<file path="src/rtl/game_pkg.sv">
// Shared constants and types for the pong game blocks: canvas size, paddle
// defaults, paddle FSM state encoding and move direction codes.
package game_pkg;

    localparam int CANVAS_W     = 320;
    localparam int CANVAS_H     = 240;
    localparam int PADDLE_H_DEF = 10;
    localparam int X_LEFT_DEF   = 0;
    localparam int X_RIGHT_DEF  = 310;

    typedef enum logic [1:0] {
        ST_IDLE = 2'd0,
        ST_STEP = 2'd1,
        ST_DRAW = 2'd2,
        ST_HOLD = 2'd3
    } paddle_state_t;

    localparam logic DIR_UP   = 1'b0;
    localparam logic DIR_DOWN = 1'b1;

endpackage

</file>
<file path="src/rtl/paddle_mover_if.sv">
// Signal bundle between the key decode / VGA draw FSM and one paddle mover.
interface paddle_mover_if #(
    parameter int X_W = 9,
    parameter int Y_W = 8
);
    logic           player;
    logic           move_req;
    logic           dir;
    logic           draw_ack;
    logic [X_W-1:0] x;
    logic [Y_W-1:0] y;
    logic [Y_W-1:0] old_y;
    logic           draw_req;
    logic           at_top;
    logic           at_bottom;
    logic           busy;

    modport master (
        output player, move_req, dir, draw_ack,
        input  x, y, old_y, draw_req, at_top, at_bottom, busy
    );

    modport slave (
        input  player, move_req, dir, draw_ack,
        output x, y, old_y, draw_req, at_top, at_bottom, busy
    );

endinterface

</file>
<file path="src/rtl/paddle_step_calc.sv">
// Combinational one-step move of a vertical coordinate, clamped to [0, Y_MAX].
// Also reused by the ball logic.
module paddle_step_calc
    import game_pkg::*;
#(
    parameter int Y_W   = 8,
    parameter int STEP  = 10,
    parameter int Y_MAX = 230
) (
    input  logic [Y_W-1:0] y,
    input  logic           dir,
    output logic [Y_W-1:0] y_next
);

    localparam logic [Y_W:0] STEP_E  = (Y_W+1)'(STEP);
    localparam logic [Y_W:0] Y_MAX_E = (Y_W+1)'(Y_MAX);

    logic [Y_W:0] y_ext;
    logic [Y_W:0] sum;
    logic [Y_W:0] diff;

    // One extra bit keeps y+STEP from wrapping before the clamp compare.
    always_comb begin
        y_ext  = {1'b0, y};
        sum    = y_ext + STEP_E;
        diff   = y_ext - STEP_E;
        y_next = y;
        if (dir == DIR_DOWN) begin
            if (sum > Y_MAX_E) begin
                y_next = Y_W'(Y_MAX_E);
            end else begin
                y_next = Y_W'(sum);
            end
        end else begin
            if (y_ext < STEP_E) begin
                y_next = '0;
            end else begin
                y_next = Y_W'(diff);
            end
        end
    end

endmodule

</file>
<file path="src/rtl/paddle_mover.sv">
// Paddle position controller: steps one paddle per request with auto-repeat,
// clamps to the canvas and hands every new position to the draw FSM.
module paddle_mover
    import game_pkg::*;
#(
    parameter int SCREEN_H     = CANVAS_H,
    parameter int PADDLE_H     = PADDLE_H_DEF,
    parameter int STEP         = 10,
    parameter int X_LEFT       = X_LEFT_DEF,
    parameter int X_RIGHT      = X_RIGHT_DEF,
    parameter int Y_INIT       = 115,
    parameter int REPEAT_TICKS = 5000000,
    parameter int X_W          = 9,
    parameter int Y_W          = 8
) (
    input logic           clock,
    input logic           reset,
    paddle_mover_if.slave bus
);

    localparam int             Y_MAX    = SCREEN_H - PADDLE_H;
    localparam int             CNT_W    = $clog2(REPEAT_TICKS);
    localparam logic [CNT_W-1:0] CNT_LOAD = CNT_W'(REPEAT_TICKS - 1);
    localparam logic [X_W-1:0] X_L      = X_W'(X_LEFT);
    localparam logic [X_W-1:0] X_R      = X_W'(X_RIGHT);
    localparam logic [Y_W-1:0] Y_START  = Y_W'(Y_INIT);
    localparam logic [Y_W-1:0] Y_LIMIT  = Y_W'(Y_MAX);

    paddle_state_t    state;
    paddle_state_t    state_nx;
    logic [X_W-1:0]   x_q;
    logic [Y_W-1:0]   y_q;
    logic [Y_W-1:0]   old_y_q;
    logic [Y_W-1:0]   y_step;
    logic             dir_q;
    logic [CNT_W-1:0] cnt;
    logic             top_w;
    logic             bottom_w;
    logic             blocked;
    logic             load_x;
    logic             latch_dir;
    logic             take_step;
    logic             load_cnt;
    logic             dec_cnt;

    paddle_step_calc #(
        .Y_W   (Y_W),
        .STEP  (STEP),
        .Y_MAX (Y_MAX)
    ) u_step (
        .y      (y_q),
        .dir    (dir_q),
        .y_next (y_step)
    );

    assign top_w    = (y_q == '0);
    assign bottom_w = (y_q == Y_LIMIT);

    // A request pushing into the edge it already touches never leaves IDLE.
    always_comb begin
        state_nx  = state;
        load_x    = 1'b0;
        latch_dir = 1'b0;
        take_step = 1'b0;
        load_cnt  = 1'b0;
        dec_cnt   = 1'b0;
        blocked   = (bus.dir == DIR_DOWN) ? bottom_w : top_w;
        case (state)
            ST_IDLE: begin
                load_x = 1'b1;
                if (bus.move_req && !blocked) begin
                    latch_dir = 1'b1;
                    state_nx  = ST_STEP;
                end
            end
            ST_STEP: begin
                take_step = 1'b1;
                state_nx  = ST_DRAW;
            end
            ST_DRAW: begin
                if (bus.draw_ack) begin
                    load_cnt = 1'b1;
                    state_nx = ST_HOLD;
                end
            end
            ST_HOLD: begin
                if (!bus.move_req || cnt == '0) begin
                    state_nx = ST_IDLE;
                end else begin
                    dec_cnt = 1'b1;
                end
            end
            default: state_nx = ST_IDLE;
        endcase
    end

    always_ff @(posedge clock) begin
        if (reset) begin
            state   <= ST_IDLE;
            x_q     <= bus.player ? X_R : X_L;
            y_q     <= Y_START;
            old_y_q <= Y_START;
            dir_q   <= DIR_UP;
            cnt     <= '0;
        end else begin
            state <= state_nx;
            if (load_x) begin
                x_q <= bus.player ? X_R : X_L;
            end
            if (latch_dir) begin
                dir_q <= bus.dir;
            end
            if (take_step) begin
                old_y_q <= y_q;
                y_q     <= y_step;
            end
            if (load_cnt) begin
                cnt <= CNT_LOAD;
            end else if (dec_cnt) begin
                cnt <= cnt - CNT_W'(1);
            end
        end
    end

    assign bus.x         = x_q;
    assign bus.y         = y_q;
    assign bus.old_y     = old_y_q;
    assign bus.draw_req  = (state == ST_DRAW);
    assign bus.at_top    = top_w;
    assign bus.at_bottom = bottom_w;
    assign bus.busy      = (state != ST_IDLE);

endmodule

</file>
<file path="src/flat_wrapper.sv">
// flat-port wrapper written by rule: the top's interface ports become plain ports
module paddle_mover_flat import game_pkg::*;
#(
    parameter int SCREEN_H     = CANVAS_H,
    parameter int PADDLE_H     = PADDLE_H_DEF,
    parameter int STEP         = 10,
    parameter int X_LEFT       = X_LEFT_DEF,
    parameter int X_RIGHT      = X_RIGHT_DEF,
    parameter int Y_INIT       = 115,
    parameter int REPEAT_TICKS = 5000000,
    parameter int X_W          = 9,
    parameter int Y_W          = 8
)
  (clock, reset, bus_player, bus_move_req, bus_dir, bus_draw_ack, bus_x, bus_y, bus_old_y, bus_draw_req, bus_at_top, bus_at_bottom, bus_busy);
  paddle_mover_if #(.X_W(X_W), .Y_W(Y_W)) bus_i ();
  input logic clock;
  input logic reset;
  input wire logic [$bits(bus_i.player)-1:0] bus_player;
  input wire logic [$bits(bus_i.move_req)-1:0] bus_move_req;
  input wire logic [$bits(bus_i.dir)-1:0] bus_dir;
  input wire logic [$bits(bus_i.draw_ack)-1:0] bus_draw_ack;
  output wire logic [$bits(bus_i.x)-1:0] bus_x;
  output wire logic [$bits(bus_i.y)-1:0] bus_y;
  output wire logic [$bits(bus_i.old_y)-1:0] bus_old_y;
  output wire logic [$bits(bus_i.draw_req)-1:0] bus_draw_req;
  output wire logic [$bits(bus_i.at_top)-1:0] bus_at_top;
  output wire logic [$bits(bus_i.at_bottom)-1:0] bus_at_bottom;
  output wire logic [$bits(bus_i.busy)-1:0] bus_busy;
  assign bus_i.player = bus_player;
  assign bus_i.move_req = bus_move_req;
  assign bus_i.dir = bus_dir;
  assign bus_i.draw_ack = bus_draw_ack;
  assign bus_x = bus_i.x;
  assign bus_y = bus_i.y;
  assign bus_old_y = bus_i.old_y;
  assign bus_draw_req = bus_i.draw_req;
  assign bus_at_top = bus_i.at_top;
  assign bus_at_bottom = bus_i.at_bottom;
  assign bus_busy = bus_i.busy;
  paddle_mover #(.SCREEN_H(SCREEN_H), .PADDLE_H(PADDLE_H), .STEP(STEP), .X_LEFT(X_LEFT), .X_RIGHT(X_RIGHT), .Y_INIT(Y_INIT), .REPEAT_TICKS(REPEAT_TICKS), .X_W(X_W), .Y_W(Y_W)) u_core (.clock(clock), .reset(reset), .bus(bus_i));
endmodule
</file>
<file path="config.mk">
export PLATFORM = sky130hd
export DESIGN_NAME = paddle_mover_flat
export DESIGN_NICKNAME = d
export VERILOG_FILES = /design/src/rtl/game_pkg.sv /design/src/rtl/paddle_mover_if.sv /design/src/rtl/paddle_step_calc.sv /design/src/rtl/paddle_mover.sv /design/src/flat_wrapper.sv
export SDC_FILE = /design/constraint.sdc
export NUM_CORES = 1
export LEC_CHECK = 0
export CAP_MARGIN = 15
export CORE_MARGIN = 4
export CORE_UTILIZATION = 58
export DETAILED_ROUTE_END_ITERATION = 10
export HOLD_SLACK_MARGIN = 0.1
export PLACE_DENSITY_LB_ADDON = 0.3
export SKIP_LAST_GASP = 1
export SLEW_MARGIN = 20
export SYNTH_ARGS = -nofsm -noshare
export SYNTH_HDL_FRONTEND = slang
export SYNTH_SLANG_ARGS = --single-unit
</file>
<file path="constraint.sdc">
create_clock -name clock -period 3.3 [get_ports clock]
set_input_delay 0.66 -clock clock [delete_from_list [all_inputs] [get_ports clock]]
set_output_delay 0.66 -clock clock [all_outputs]
set_load 0.05 [all_outputs]
</file>
==> summary.md <==
| Metric | Value |
|---|---|
| Status | finished clean |
| Grt met1 use | 0.290 |
| Net Switching | 1.19 mW |
| M3 GR Usage | 0.0554 |
| Number of max-cap violations | 0 |
| Required @ worst endpoint | 2.64 ns |
| Core ar. | 4000 µm² |
| Gr busiest metal | met2 |
| Std cell rows | 23 |
| CP max stage cell | clkdlybuf4s50_1 |
| Setup_tns | 0 ns |
| CTS Buffer Depth | 2 |
| Synth Cell Area | 2400 µm² |
| Critical Path AT | 2.42 ns |
| Top Ports | 35 |
| Critical path startpoint category | flop |
| Hold Path Class | reg -> reg |
| Die area | 5240 µm² |
| GPL Wtd Cong | 0.844 |
| Sw Ratio | 0.479 |
| Pin count of the biggest net entering global routing | 29 |
| Final ANT Viol Nets | 0 |
| Hold_buf cts | 0 |
| DRC Markers | 0 |
| WL per Instance | 14.4 µm |
| Antenna Cells | 0 |
| Clock Tree Root | clkbuf_8 |
| Slew @ Worst Pin | 0.530 ns |
| PwrDens | 897 nW/µm² |
| Post-DP HPWL | 3.63 mm |
| Seq/Total Area, Yosys | 0.362 |
| First-pass GRT wire length | 8.78 mm |
| Syn_area_per_cell | 8.58 µm² |
| Vias in the first global route | 1919 |
| Share of cells above drive strength 1 | 0.0825 |
| TritonCTS clock tree | yes |
| Synth Flop Type | dfxtp_1 |
| FF+latch count, synth | 43 |
| Number of synthesized flops with an enable pin | 1 |
| Routed WL | 5.10 mm |
| Crit path from | u_core.bus.y[5] |
| Insertion delay of the later-clocked pin in the worst-skew pair | 0.30 ns |
| RSZ-0062 raised after global routing | false |
| TritonRoute pass-1 iters | 4 |
| Initial core utilization | 0.601 |
| Pins over their slew limit | 0 |
| Most frequent CP cell | or3_1 |
| Total grt overflow | 0 |
| Pwr Total | 2.49 mW |
| Fmax | 325 MHz |
| Critical path, cell by cell | or3_1 > or3_1 > nor2_1 > clkdlybuf4s50_1 |
| Worst Setup End Kind | primary output |
| Buffer and inverter count on the worst path | 1 |
| Clk sinks | 43 |
| Worst hold stages | 2 |
| Total CTS buffers | 5 |
| Slew HR | 0.644 |
| Post-CTS Setup Bufs | 0 |
| CP peak stage delay | 0.80 ns |
| RR Startpoint | u_core.bus.y[1] |
| Setup CP Type | reg -> out |
| Port Buffer Count | 30 |
| Cells on worst reg2reg path | 8 |
| Yosys cell types | 55 |
| Vias | 2039 |
| Synth-to-layout area growth | 15.5% |
| Fin crit period | 3.08 ns |
| Comb pwr share | 0.542 |
| Antenna violations before repair | 0 |
| Vias per cell | 5.78 |
| Clk_skew | 0.00619 ns |
| DR iter-0 viols | 131 |
| Synth warnings | 0 |
| Post-synth ARST share | 0 |
| Critical Path Stages | 4 |
| PostCTS Resize Cnt | 0 |
| Max VDD drop | 0.000532 V |
| Clock Pin Slew Worst Setup and Hold Paths | 0.08 ns |
| Die width | 72.4 µm |
| # nets final | 317 |
| Pleak | 1.01 nW |
| HP Start | u_core.cnt[15] |
| Seq pwr share | 0.327 |
| Fill cell count | 334 |
| Die height | 72.4 µm |
| Final Hold Vio Count | 0 |
| Clock power frac | 0.131 |
| Mapped Cells | 280 |
| Pint | 1.30 mW |
| Critical path's top delay family | simple AND/OR/NAND/NOR gates |
| Final hold slack | 0.482 ns |
| Final setup fails | 0 |
| Worst Path Max Fanout | 13 |
| Fin crit share | 0.934 |
| H-tree depth | 2 |
| Global-route met2 utilization | 0.312 |
| Tot GR Track Use | 0.215 |
[per-layer routing]
layer | share of wire | routed length [µm] | vias to the layer above
met5 | 0 | 0 | -
met4 | 0.016 | 82 | 0
met3 | 0.082 | 417 | 8
met2 | 0.44 | 2250 | 61
met1 | 0.46 | 2350 | 932
li1 | - | - | 1038
[state kept, by name (all words and copies together), names as in the netlist]
name	cells
u_core.dir_q	1
u_core.state	2
u_core.bus.x	1
u_core.bus.y	8
u_core.bus.old_y	8
u_core.cnt	23
[kinds of logic (layout without fill, tap and decap cells)]
family,after synthesis,after routing,synth area share
xor+xnor,18,18,0.0656
buf+inv,34,54,0.0692
compound gates,68,68,0.195
simple gates,101,101,0.234
fa+ha+maj,9,9,0.0469
other cells,1,4,0.00156
mux,6,6,0.0255
flops,43,43,0.362
[worst paths after layout]
kind | end | slack, ns
max | bus_at_top | 0.22
min | u_core.cnt[15] | 0.48
max reg2reg | u_core.bus.y[0] | 0.66
min reg2reg | u_core.cnt[15] | 0.48
[synth_stat cells, drive strengths merged (4+ instances only)]
cell | instances | area (µm²)
a211o | 4 | 35.0
a211oi | 4 | 30.0
a21oi | 23 | 119
buf | 11 | 80.1
clkbuf | 13 | 48.8
dfxtp | 42 | 841
ha | 9 | 113
inv | 10 | 37.5
mux2i | 5 | 50.1
nand2 | 9 | 33.8
nand2b | 6 | 37.5
nand3 | 6 | 30.0
nor2 | 28 | 105
nor2b | 6 | 37.5
nor3 | 12 | 60.1
o211ai | 7 | 62.6
o21ai | 12 | 67.6
or3 | 10 | 62.6
xnor2 | 12 | 105
xor2 | 6 | 52.6
[stage by stage]
stage	utilization	std cells	setup WS, ns	cell area, µm²
finish	0.694	353	0.219	2780
global route	0.694	353	0.118	2780
CTS	0.694	353	0.216	2780
detailed placement	0.673	345	0.550	2690
global placement	0.673	345	0.564	2690
floorplan	-	283	0.623	2410
[layout make-up]
class | instances | area, µm² | share of cell area
Clock buffer | 7 | 76.3 | 0.0275
Timing Repair Buffer | 36 | 345 | 0.124
Sequential cell | 43 | 871 | 0.314
Clock inverter | 1 | 5.00 | 0.00180
Inverter | 10 | 37.5 | 0.0135
Multi-Input combinational cell | 206 | 1380 | 0.496
Tap cell | 50 | 62.6 | 0.0225
[power groups by stage]
stage	logic [mW]	registers [mW]	clock network, mW
after floorplan	0.915	0.966	0
after global placement	1.33	0.814	0
after detailed placement	1.35	0.823	0
after CTS	1.36	0.812	0.338
after global routing	1.48	0.841	0.357
final	1.35	0.813	0.326
[placed cells by master, fill, tap and decap left out, drive strengths merged, types with 2 or more instances in the layout]
cell,count
nand3,6
nor2,28
nand4,3
clkbuf,7
conb,4
nor2b,6
a211o,4
nand3b,2
xor2,6
nand2,9
and2,3
and4,3
buf,6
o211ai,7
nor3,12
clkdlybuf4s50,30
or3,10
nor4,3
o31ai,2
inv,10
xnor2,12
nor4b,3
ha,9
mux2i,5
a31oi,2
o21bai,3
a221o,2
dfxtp,42
o21ai,12
a211oi,4
a21oi,23
nand2b,6
a21bo,2
[worst reg2reg max path, stage by stage (launching register included)]
cell and delay [ns]:
dfxtp_1 0.51, inv_1 0.14, ha_1 0.34, nor3b_1 0.16
o211ai_1 0.17, a21oi_1 0.09, nor3_1 0.45, o21ai_0 0.28
a311o_1 0.37
Note: power is estimated with default switching activity, not from simulation.
